$ cat config.mk
export PLATFORM = sky130hd
export DESIGN_NAME = cs_stream_seq
export DESIGN_NICKNAME = d
export VERILOG_FILES = /design/src/rtl/cs_stream_seq.sv
export SDC_FILE = /design/constraint.sdc
export NUM_CORES = 1
export LEC_CHECK = 0
export CORE_ASPECT_RATIO = 0.9
export CORE_UTILIZATION = 30
export DETAILED_ROUTE_END_ITERATION = 7
export PLACE_DENSITY = 0.51
export SYNTH_ARGS = -nofsm -noshare
export SYNTH_HDL_FRONTEND = slang
export SYNTH_SLANG_ARGS = --single-unit
$ cat constraint.sdc
create_clock -name clk -period 8.4 [get_ports clk]
set_input_delay 1.68 -clock clk [delete_from_list [all_inputs] [get_ports clk]]
set_output_delay 1.68 -clock clk [all_outputs]
set_load 0.005 [all_outputs]
$ cat src/rtl/cs_stream_seq.sv
// cs_stream_seq: handshake sequencer for the 9-tap comparator/selector datapath.
// Keeps a circular window of the last WIN samples with a running sum. Once the
// window is full, each accepted sample triggers a serial scan for the largest
// entry not above floor(avg). The result Y = floor((sum + WIN*best) / 8) is then
// offered on a valid/ready output.
module cs_stream_seq #(
    parameter int WIN = 9,
    parameter int DW  = 8,
    parameter int SW  = 12,
    parameter int OW  = 10
) (
    input  logic          clk,
    input  logic          reset,
    input  logic          clr,
    input  logic          in_valid,
    output logic          in_ready,
    input  logic [DW-1:0] X,
    output logic          out_valid,
    input  logic          out_ready,
    output logic [OW-1:0] Y,
    output logic          busy
);

    localparam int PW = (WIN > 1) ? $clog2(WIN) : 1;
    localparam int FW = $clog2(WIN + 1);
    localparam logic [PW-1:0] LAST  = PW'(WIN - 1);
    localparam logic [FW-1:0] FULL  = FW'(WIN);
    localparam logic [FW-1:0] ALMOST = FW'(WIN - 1);

    typedef enum logic [2:0] {
        S_IDLE = 3'd0,
        S_AVG  = 3'd1,
        S_SCAN = 3'd2,
        S_CALC = 3'd3,
        S_OUT  = 3'd4
    } state_t;

    state_t        state_q;
    logic [DW-1:0] win_q [WIN];
    logic [PW-1:0] wptr_q;
    logic [PW-1:0] idx_q;
    logic [FW-1:0] fill_q;
    logic [SW-1:0] sum_q;
    logic [DW-1:0] avg_q;
    logic [DW-1:0] best_q;
    logic [OW-1:0] y_q;

    logic [SW-1:0] sum_d;
    logic [DW-1:0] avg_d;
    logic [OW-1:0] y_d;

    // Result = floor((sum + WIN*best) / 8); one extra bit holds the pre-shift total.
    function automatic logic [OW-1:0] calc_y(input logic [SW-1:0] s, input logic [DW-1:0] b);
        logic [SW:0] t;
        t = {1'b0, s} + (SW+1)'(WIN) * {{(SW+1-DW){1'b0}}, b};
        return OW'(t >> 3);
    endfunction

    // Next-value arithmetic: sliding sum (old entry leaves, new one enters), mean, result.
    always_comb begin
        sum_d = sum_q - SW'(win_q[wptr_q]) + SW'(X);
        avg_d = DW'(sum_q / SW'(WIN));
        y_d   = calc_y(sum_q, best_q);
    end

    // Sequencer: window update in IDLE, then AVG -> SCAN -> CALC -> OUT.
    always_ff @(posedge clk or negedge reset) begin
        if (!reset) begin
            state_q <= S_IDLE;
            for (int i = 0; i < WIN; i++) win_q[i] <= '0;
            wptr_q  <= '0;
            idx_q   <= '0;
            fill_q  <= '0;
            sum_q   <= '0;
            avg_q   <= '0;
            best_q  <= '0;
            y_q     <= '0;
        end else if (clr) begin
            // Clear wins over any handshake on the same edge.
            state_q <= S_IDLE;
            for (int i = 0; i < WIN; i++) win_q[i] <= '0;
            wptr_q  <= '0;
            idx_q   <= '0;
            fill_q  <= '0;
            sum_q   <= '0;
            avg_q   <= '0;
            best_q  <= '0;
            y_q     <= '0;
        end else begin
            case (state_q)
                S_IDLE: begin
                    if (in_valid) begin
                        sum_q         <= sum_d;
                        win_q[wptr_q] <= X;
                        wptr_q        <= (wptr_q == LAST) ? '0 : wptr_q + PW'(1);
                        if (fill_q != FULL) fill_q <= fill_q + FW'(1);
                        // Still warming up until this sample completes the window.
                        if (fill_q >= ALMOST) state_q <= S_AVG;
                    end
                end
                S_AVG: begin
                    avg_q   <= avg_d;
                    best_q  <= '0;
                    idx_q   <= '0;
                    state_q <= S_SCAN;
                end
                S_SCAN: begin
                    if (win_q[idx_q] <= avg_q && win_q[idx_q] > best_q) best_q <= win_q[idx_q];
                    if (idx_q == LAST) begin
                        state_q <= S_CALC;
                    end else begin
                        idx_q <= idx_q + PW'(1);
                    end
                end
                S_CALC: begin
                    y_q     <= y_d;
                    state_q <= S_OUT;
                end
                S_OUT: begin
                    if (out_ready) state_q <= S_IDLE;
                end
                default: state_q <= S_IDLE;
            endcase
        end
    end

    assign in_ready  = (state_q == S_IDLE);
    assign out_valid = (state_q == S_OUT);
    assign busy      = (state_q != S_IDLE);
    assign Y         = y_q;

endmodule

==> key figures <==
Run status
  – Status: complete, no violations

Yosys
  – Area leader, netlist: dfrtp_1
  – Number of enable flip-flop cells after synthesis: 0
  – Synthesis Warnings: 0
  – Number of storage elements in the synthesis netlist: 125
  – Commonest register cell after synthesis: dfrtp_1
  – Top cells by instance count after synthesis: nand2_1 (178), a21oi_1 (126), dfrtp_1 (125)
  – Sequential share of the synthesized area: 0.312
  – Number of standard cells after synthesis: 1187
  – Portion of synthesized cell area occupied by the leading cell type: 0.312
  – Post-synth design cell area: 10000 um2
  – Post-Synthesis Net Count: between 1000 and 1500
  – Number of unique standard cell types used by synthesis: between 90 and 100
  – Dominant cell by count in the synthesized netlist: nand2_1
  – Share of flip-flops with an asynchronous set or reset after synthesis: 1.00
  – Most area-consuming cells after synthesis: dfrtp_1 (31%), ha_1 (7.7%), nand2_1 (6.7%)
  – Average cell area after synthesis: around 8.5 um2

Floorplan
  – DIE AREA: 34200 um2
  – Starting density of the core: 0.305
  – Height of the die: 175 um
  – Number of placed I/O pins: 26
  – Core area: 32900 um2
  – Floorplan row count: 63
  – Die outline width: slightly below 200 um

Global routing
  – Number of antenna violations at the first check in global routing: 0
  – Sum of overflow across all layers after global routing: 0
  – Global routing usage summed across all routing layers: 0.179
  – Largest net degree at the start of global routing: 86
  – Via count of the first global-routing pass: 8117
  – First-pass GRT wire length: 47.6 mm

Routing
  – Remaining routing DRC violations: 0
  – Count of vias placed by the detailed router: 8593
  – Remaining number of nets flagged by the antenna check after routing: 0
  – Via count normalized by instance count: 5.35
  – Average wire per standard cell: 18.5 um
  – DR iter-0 viols: 568
  – Total wire length: 29.7 mm
  – Length of the first detailed-routing pass in iterations: 5

Timing
  – Highest clock rate: 0.139 GHz
  – Final setup violation count: 0
  – Crit share post-route: 0.858
  – Pin slew with the least headroom to its limit: 1.05 ns
  – Setup clock skew after layout: ~0.012 ns
  – Unrepaired setup endpoints after global routing: no
  – Final hold violation count: 0
  – Time the final worst path needs with I/O delays and setup: 7.21 ns
  – Slew headroom: 0.298
  – Number of pins exceeding their max-slew limit in the final report: 0
  – Setup TNS Final: 0 ns

Clock tree
  – CTS tree: yes
  – Number of levels in the clock H-tree: 4
  – Total clock sinks: 125
  – Clk root buf: clkbuf_16
  – Cts bufs inserted: 17
  – # resized after CTS: 0
  – Worst-Skew Late Latency: 0.44 ns
  – Clock slew seen by the registers of the worst setup and hold paths: 0.06 ns
  – Post-CTS Setup Bufs: 0
  – Deepest clock path buffer count: 2
  – # hold bufs at CTS: 0

Critical path
  – Top Family by Delay on Critical Path: compound AO/OA/AOI/OAI gates
  – CP max-delay cell: xnor2_1
  – CP Buf/Inv Count: 2
  – Data required, critical path: 8.71 ns
  – Data arrival, critical path: between 7 and 8 ns
  – Launching element of the worst setup path: sum_q[9]
  – Endpoint class of the critical path: flop
  – Worst-path fanout max: 16
  – Setup Crit Path Kind: reg2reg
  – Highest cell delay on the worst timing path: slightly above 0.8 ns
  – Launching point of the worst reg2reg path: sum_q[9]
  – Startpoint class of the critical path: flop

Min path
  – Min-delay worst type: reg2reg
  – Worst min-delay path startpoint: Y[9]

Finish
  – Fraction of final layout cells with drive strength greater than 1: 0.0811
  – Synth-to-layout area growth: 12.3%
  – Net count, final: 1259
  – Fin area: 11300 um2
  – Diodes inserted: 0

Placement
  – Post-DP Area: 10600 um2
  – Detailed Place HPWL: 21.2 mm
  – Placer's final routability congestion estimate: 0.855
  – Number of I/O port buffers: 25

Job
  – Number of max-cap violations: 0
==> metrics by stage <==
step           hold WS [ns]  setup slack [ns]  utilization  cells
2_1_floorplan         0.449              2.36            -   1187
3_3_place_gp          0.452              1.29        0.322   1574
3_5_place_dp          0.457              1.25        0.322   1574
4_1_cts               0.469              1.22        0.342   1606
5_1_grt               0.491             0.524        0.342   1606
6_report              0.466              1.19        0.342   1606
==> cells by family after synthesis <==
family,share of synthesized area
xor gates and xnor gates,0.0301
muxes,0.0961
DFF,0.312
adders and majority gates,0.103
AOI/OAI and AO/OA,0.198
buffers and inverters,0.0572
and+or+nand+nor,0.203
==> cells in the final DEF (no fill, tap or decap), types with 9 or more instances in the layout <==
cell type        instances
mux2i_1                 39
o21ai_0                 40
buf_4                    9
ha_1                    62
nand2_1                178
a21o_1                  12
xnor2_1                 20
dfrtp_1                125
nor2_1                 110
nor3_1                  16
nor2b_1                 17
o22ai_1                 10
o21ai_1                  9
inv_1                   78
a21oi_1                126
fa_1                    13
a22o_1                  12
clkbuf_16               17
clkdlybuf4s50_1         23
and3_1                  16
nand3_1                 42
mux4_2                  24
==> tightest hold or removal path, stage by stage, from the launching register on <==
cell     delay [ns]
dfrtp_1        0.34
nand2_1        0.05
nand2_1        0.05
==> final timing paths <==
| path | to | slack (ns) | depth (start not counted) |
|---|---|---|---|
| worst max-delay path | avg_q[0] | 1.19 | 25 |
| worst min-delay path | Y[9] | 0.47 | 2 |
| worst max register to register | avg_q[0] | 1.19 | 25 |
| worst min register to register | Y[9] | 0.47 | 2 |
| max in group asynchronous | win_q[9] | 5.80 | 2 |
| min in group asynchronous | Y[9] | 1.19 | 1 |
==> final cells by class <==
type | count | area (um2)
fillers | 3487 | 21700
multi-input cells | 913 | 6340
flip-flops and latches | 125 | 3130
well taps | 422 | 528
clock buffers | 20 | 457
repair buffers | 33 | 309
inverters | 81 | 304
clock inverters | 12 | 206
==> flip-flops by register name, summed over array words and instances, names as in the netlist <==
name	count
sum_q	12
win_q	72
best_q	8
state_q	3
avg_q	8
fill_q	4
idx_q	4
Y	10
wptr_q	4
==> metal layers <==
layer / GRT usage / wire (um) / vias to the layer above
li1: - / - / 4151
met1: 0.254 / 14500 / 4232
met2: 0.278 / 13500 / 183
met3: 0.0338 / 1300 / 27
met4: 0.0466 / 436 / 0
met5: 0 / 0 / -
Power is not shown: default switching activity piles up to over one toggle a cycle in this logic, so the estimate is an artifact.
